<file path="config.mk">
export PLATFORM = sky130hd
export DESIGN_NAME = fifo_serial_tx
export DESIGN_NICKNAME = d
export VERILOG_FILES = /design/src/rtl/fifo_serial_tx.sv
export SDC_FILE = /design/constraint.sdc
export NUM_CORES = 1
export LEC_CHECK = 0
export ABC_AREA = 1
export CORE_ASPECT_RATIO = 1.2
export CORE_MARGIN = 3
export CORE_UTILIZATION = 30
export CTS_BUF_LIST = sky130_fd_sc_hd__clkbuf_4
export CTS_CLUSTER_DIAMETER = 150
export DETAILED_ROUTE_END_ITERATION = 10
export HOLD_SLACK_MARGIN = 0.08
export RECOVER_POWER = 25
export REMOVE_ABC_BUFFERS = 1
export SYNTH_ARGS = -nofsm -noshare
export SYNTH_HDL_FRONTEND = slang
export SYNTH_SLANG_ARGS = --single-unit
</file>
<file path="constraint.sdc">
create_clock -name clk -period 1.7 [get_ports clk]
set_clock_uncertainty 0.1 [all_clocks]
set_input_delay 0.255 -clock clk [delete_from_list [all_inputs] [get_ports clk]]
set_output_delay 0.255 -clock clk [all_outputs]
set_load 0.01 [all_outputs]
</file>
<file path="src/rtl/fifo_serial_tx.sv">
// fifo_serial_tx: drains a byte FIFO and serializes each byte as an
// asynchronous 1-start / DATA_W-data / 1-stop frame, LSB first.
// Every output is a register; the FSM updates state and outputs together.
module fifo_serial_tx #(
  parameter int CLKS_PER_BIT = 16,
  parameter int DATA_W       = 8
) (
  input  logic              clk,
  input  logic              reset,
  input  logic              enable,
  input  logic              fifo_is_empty,
  output logic              fifo_r,
  input  logic [DATA_W-1:0] fifo_dout,
  output logic              tx,
  output logic              busy,
  output logic              byte_done
);

  localparam int BAUD_W = (CLKS_PER_BIT > 1) ? $clog2(CLKS_PER_BIT) : 1;
  localparam int BIT_W  = $clog2(DATA_W) + 1;

  localparam logic [BAUD_W-1:0] BAUD_LAST = BAUD_W'(CLKS_PER_BIT - 1);
  // byte_done is registered, so it is set one cycle before the last stop cycle
  localparam logic [BAUD_W-1:0] BAUD_PRE  = BAUD_W'(CLKS_PER_BIT - 2);
  localparam logic [BIT_W-1:0]  BIT_LAST  = BIT_W'(DATA_W - 1);

  typedef enum logic [2:0] {
    IDLE  = 3'd0,
    POP   = 3'd1,
    LOAD  = 3'd2,
    START = 3'd3,
    DATA  = 3'd4,
    STOP  = 3'd5
  } state_e;

  state_e              state_q;
  logic [DATA_W-1:0]   shift_q;
  logic [BIT_W-1:0]    bit_q;
  logic [BAUD_W-1:0]   baud_q;
  logic                tx_q;
  logic                fifo_r_q;
  logic                busy_q;
  logic                done_q;

  logic [BAUD_W-1:0]   baud_d;
  logic [BIT_W-1:0]    bit_d;
  logic                baud_wrap;

  assign baud_d    = baud_q + 1'b1;
  assign bit_d     = bit_q + 1'b1;
  assign baud_wrap = (baud_q == BAUD_LAST);

  assign fifo_r    = fifo_r_q;
  assign tx        = tx_q;
  assign busy      = busy_q;
  assign byte_done = done_q;

  // Frame sequencer: state, counters, shift register and registered outputs
  always_ff @(posedge clk or negedge reset) begin
    if (!reset) begin
      state_q  <= IDLE;
      shift_q  <= '0;
      bit_q    <= '0;
      baud_q   <= '0;
      tx_q     <= 1'b1;
      fifo_r_q <= 1'b0;
      busy_q   <= 1'b0;
      done_q   <= 1'b0;
    end else begin
      fifo_r_q <= 1'b0;
      done_q   <= 1'b0;
      case (state_q)
        IDLE: begin
          baud_q <= '0;
          bit_q  <= '0;
          tx_q   <= 1'b1;
          if (enable && !fifo_is_empty) begin
            state_q  <= POP;
            fifo_r_q <= 1'b1;
            busy_q   <= 1'b1;
          end
        end
        POP: begin
          // read data appears on fifo_dout during the following cycle
          state_q <= LOAD;
        end
        LOAD: begin
          shift_q <= fifo_dout;
          baud_q  <= '0;
          tx_q    <= 1'b0;
          state_q <= START;
        end
        START: begin
          if (baud_wrap) begin
            baud_q  <= '0;
            bit_q   <= '0;
            tx_q    <= shift_q[0];
            state_q <= DATA;
          end else begin
            baud_q <= baud_d;
          end
        end
        DATA: begin
          if (baud_wrap) begin
            baud_q  <= '0;
            shift_q <= shift_q >> 1;
            if (bit_q == BIT_LAST) begin
              tx_q    <= 1'b1;
              state_q <= STOP;
            end else begin
              bit_q <= bit_d;
              tx_q  <= shift_q[1];
            end
          end else begin
            baud_q <= baud_d;
          end
        end
        STOP: begin
          if (baud_q == BAUD_PRE) begin
            done_q <= 1'b1;
          end
          if (baud_wrap) begin
            baud_q  <= '0;
            busy_q  <= 1'b0;
            state_q <= IDLE;
          end else begin
            baud_q <= baud_d;
          end
        end
        default: begin
          state_q <= IDLE;
          tx_q    <= 1'b1;
          busy_q  <= 1'b0;
        end
      endcase
    end
  end

endmodule

</file>
Word-level counts from Yosys, hierarchy flattened
Cells that the tools add are included.
- register bits: 23
- input bits: 12
- output and inout bits: 4
- logic and storage cells: 66
- $add $sub $neg: 2
- eq/ne operators: 14
- mux-type cells: 25
- bitwise logic cells: 2
- reduce and logical (&&, ||, !) cells: 15
- operators by type and width (operator ; count):
    3-bit one-hot mux with 6 select lines ; 1
    4-bit 2-to-1 mux ; 4
    8-bit one-hot mux with 2 select lines ; 1
    3-bit 2-to-1 mux ; 5
    2-bit != test (second input constant) ; 6
    4-bit one-hot mux with 3 select lines ; 1
    1-bit 2-to-1 mux ; 9
    4-bit by 1-bit adder with 4-bit output (second input constant) ; 2
    4-bit equality test (second input constant) ; 2
    8-bit 2-to-1 mux ; 1
    4-bit one-hot mux with 2 select lines ; 1
    3-bit by 2-bit equality test with 1-bit output (second input constant) ; 2
    3-bit equality test (second input constant) ; 2
    3-bit AND reduction ; 2
    5-bit AND reduction ; 1
    4-bit by 3-bit equality test with 1-bit output (second input constant) ; 1
    1-bit one-hot mux with 4 select lines ; 1
    4-bit AND reduction ; 1
    2-bit nonzero test ; 2
    2-bit OR reduction ; 2
    4-bit OR reduction ; 1
    3-bit by 1-bit equality test with 1-bit output (second input constant) ; 1
    3-bit logical NOT ; 1
    1-bit one-hot mux with 3 select lines ; 1
    6 further kinds ; 7

Depth between registers and ports, before layout
- depth in word-level cells: 4
- gate-level depth with buffers: 8
- mapped depth without buffers: 8

Least setup slack after synthesis
OpenSTA, ideal clock, no wires.
- path kind: reg2reg
- from: reg baud_q[1]
- to: reg shift_q[3]
- setup time: 126 ps
- arrival: 1144 ps
- required time: 1474 ps
- setup slack: 330 ps
- cell stages (with the launch flop): 6
- buffers on the path: 1
- clock period less this slack: 1370 ps
- path through: dfrtp_1 > ha_1 > nand3_2 > o21ai_4 > buf_6 > o21ai_0
- word-level cells in the longest chain between the ends: 3
- RTL lines (element ; line ; text):
    from (decl) ; 39 ; logic [BAUD_W-1:0] baud_q;
    from (signal assigned) ; 100 ; baud_q <= baud_d;
    from (signal assigned) ; 115 ; baud_q <= baud_d;
    from (signal assigned) ; 127 ; baud_q <= baud_d;
    4-bit equality test ; 51 ; assign baud_wrap = (baud_q == BAUD_LAST);
    2-bit != test (no line) ; - ;
    2-bit AND reduction (no line) ; - ;
    to (signal assigned) ; 88 ; shift_q <= fifo_dout;
    to (signal assigned) ; 106 ; shift_q <= shift_q >> 1;
    to (decl) ; 37 ; logic [DATA_W-1:0] shift_q;
No other way between the ends.
A chain may end at the register's enable or synchronous reset.

Worst setup path in the final report
- from: reg busy_q, in the netlist busy
- to: out busy
- RTL lines (element ; line ; text):
    from (decl) ; 42 ; logic busy_q;
    from (signal assigned) ; 67 ; busy_q <= 1'b0;
    from (signal assigned) ; 80 ; busy_q <= 1'b1;
    from (signal assigned) ; 124 ; busy_q <= 1'b0;
    to (decl) ; 15 ; output logic busy,
No word-level cell between the ends.

==> summary.md <==
| Metric | Value |
|---|---|
| Status | complete, no violations |
| Maximum VDD drop | 0.618 mV |
| Vias in the first global route | 987 |
| Vias per cell | 4.60 |
| Cell count after synthesis | 166 |
| Via Count | 1095 |
| Drt wl/cell | 10.2 µm |
| Antenna-violating nets left | 0 |
| Cell row count | 25 |
| Post-synthesis sequential area ratio | 0.445 |
| DRC violations left | 0 |
| Synth top area share | 0.425 |
| Drt initial violations | 34 |
| Core box area | 4040 µm² |
| Post-synthesis cell type count | 24 |
| Leakage | 0.764 nW |
| Maxcap violations | 0 |
| Family with the most delay on the worst path | buffers and inverters |
| Setup violators final | 0 |
| Req. time, crit path | 1.34 ns |
| CP Max Fanout | 2 |
| Final hold violation count | 0 |
| GRT Util Overall | 0.106 |
| Psw | 1.06 mW |
| Synth-to-layout area growth | 18.9% |
| PD cells | 1540 nW/µm² |
| Clock power share | 0.117 |
| Total power | 2.37 mW |
| Total gr overflow | 0 |
| Fin util | 0.382 |
| Setup_tns | 0 ns |
| Placer Congestion | 0.798 |
| Reg clk slew, reported paths | 0.13 ns |
| Synth Register Bits | 23 |
| RSZ-0062 raised after global routing | no |
| Worst path slowest cell | clkdlybuf4s50_1 |
| CTS root buf | clkbuf_4 |
| Sw frac | 0.445 |
| Die Wd | 66.0 µm |
| Leading cell types in the layout, fill and taps excluded | 47 x nand2_1, 22 x dfrtp_1, 21 x inv_1, 18 x o21ai_0, 17 x nand3_1 |
| Yosys top cell by area | dfrtp_1 |
| Proportion of layout cells with a drive suffix above 1 | 0.109 |
| Post-synthesis area per instance | 7.81 µm² |
| Int Pwr | 1.31 mW |
| Post-CTS Hold Buffers | 0 |
| Min Tclk post-route | 1.58 ns |
| Crit path largest cell delay | 0.53 ns |
| Fmax | 0.633 GHz |
| Largest net degree at the start of global routing | 24 |
| Slew HR | 0.614 |
| Synthesized cell area | 1300 µm² |
| Critical path buffers and inverters | 1 |
| Worst setup EP type | output port |
| Critical Path Source Type | register |
| First-pass GRT wire length | 4.26 mm |
| DRT Wirelength | 2.43 mm |
| Crit-path cells | clkdlybuf4s50_1 |
| First drt pass iteration count | 4 |
| Buffers on Ports | 15 |
| Clk buf depth | 2 |
| Inserted Clock Buffers | 3 |
| Initial Util | 0.321 |
| Sequential share of power | 0.391 |
| H-tree Lvls | 1 |
| Slew Viols, Final | 0 |
| Full die area | 5150 µm² |
| Worst-margin pin slew | 0.580 ns |
| # clock sinks | 23 |
| Final HPWL DP | 1.82 mm |
| Syn. warnings | 0 |
| Commonest non-fill, non-tap cell in the layout | nand2_1 |
| Worst min-delay path class | in2async |
| CTS tree | done |
| Clk_lat worst skew | 0.32 ns |
| Combinational share of power | 0.492 |
| Final #Nets | 200 |
| Synth area leaders | dfrtp_1 42%, nand2_1 14%, o21ai_0 6.9%, nand3_1 6.6%, inv_1 6.1% |
| I/O Pins | 16 |
| Worst Path Arrival | 1.22 ns |
| Initial antenna violation count | 0 |
| Fin crit share | 0.929 |
| Die Ht | 78.0 µm |
| WS Path Type | reg2out |
| Diode count | 0 |
[synthesized netlist by cell type]
cell / n
buf_4: 2
buf_6: 1
dfrtp_1: 22
dfstp_2: 1
ha_1: 3
inv_1: 21
inv_2: 1
nand2_1: 47
nand2_2: 1
nand2_4: 1
nand3_1: 17
nand3_2: 2
nor2_1: 7
nor2_2: 1
nor2_4: 2
nor3_1: 2
o21ai_0: 18
o21ai_1: 8
o21ai_2: 2
o21ai_4: 1
o21bai_1: 2
or2_2: 2
xnor2_1: 1
xor2_1: 1
[per-stage QoR]
step / instances / hold slack [ns] / cell area [µm²] / setup slack [ns]
finish: 238 / 0.339 / 1540 / 0.120
CTS: 237 / 0.180 / 1520 / 0.112
floorplan: 163 / -0.141 / 1270 / 0.328
detailed placement: 233 / 0.388 / 1500 / 0.140
global placement: 233 / 0.386 / 1500 / 0.163
global route: 238 / 0.387 / 1540 / 0.0290
[metal layers]
| layer | part of all wire | GRT usage | wire [µm] | up-vias |
|---|---|---|---|---|
| met5 | 0 | 0 | 0 | - |
| met4 | 0.020 | 0.0427 | 48 | 0 |
| met3 | 0.032 | 0.0217 | 78 | 5 |
| met2 | 0.49 | 0.177 | 1180 | 17 |
| met1 | 0.46 | 0.130 | 1120 | 502 |
| li1 | - | - | - | 571 |
[power by group through the flow]
stage / logic (mW) / clock network, mW / registers [mW]
floorplan: 0.861 / 0 / 0.909
global placement: 1.12 / 0 / 0.931
detailed placement: 1.13 / 0 / 0.940
CTS: 1.13 / 0.289 / 0.926
global route: 1.36 / 0.313 / 0.959
finish: 1.17 / 0.278 / 0.926
[worst paths after layout]
kind / to / slack, ns / depth (start not counted) / start
max: busy / 0.12 / 1 / busy$_DFFE_PN0P_
min: baud_q[3]$_DFFE_PN0P_ / 0.34 / 2 / reset
max reg2reg: bit_q[1]$_DFFE_PN0P_ / 0.19 / 6 / baud_q[1]$_DFFE_PN0P_
min reg2reg: tx$_DFFE_PN1P_ / 0.40 / 2 / tx$_DFFE_PN1P_
max in group asynchronous: tx$_DFFE_PN1P_ / 0.78 / 2 / reset
min in group clk: tx$_DFFE_PN1P_ / 0.40 / 2 / tx$_DFFE_PN1P_
[final cells by class]
class                      count  area, µm²
clock buffer                   4       30.0
fill                         418       2490
inverter                      22       82.6
multi-input combinational    118        611
sequential                    23        577
tap                           54       67.6
timing repair buffer          17        174
[worst register-to-register path, cell delays in order, from the launching register on]
cell     delay [ns]
dfrtp_1        0.41
ha_1           0.21
nand3_2        0.17
nand3_1        0.19
nand3_2        0.17
nand2_1        0.09
o21ai_1        0.06
[repair_timing]
action                                  in CTS  in global routing
endpoints found under the hold margin        0                  0
pin swaps                                    0                  1
endpoints found under the setup margin       1                  2
setup buffers                                0                  1
resized for setup                            1                  0
[logic make-up (layout without fill, tap and decap cells)]
logic type / after synthesis / count (layout) / synth area share
AND/OR/NAND/NOR: 82 / 82 / 0.291
adder cells (fa/ha/maj): 3 / 3 / 0.0290
buffers and inverters: 25 / 43 / 0.0840
flip-flops: 23 / 23 / 0.445
AO/OA/AOI/OAI: 31 / 31 / 0.138
XOR/XNOR: 2 / 2 / 0.0135
[flip-flops by register name, summed over array words and instances (netlist names)]
register	count
bit_q	4
shift_q	8
byte_done	1
fifo_r	1
baud_q	4
busy	1
state_q	3
tx	1
Power figures use the tool's default switching activity.
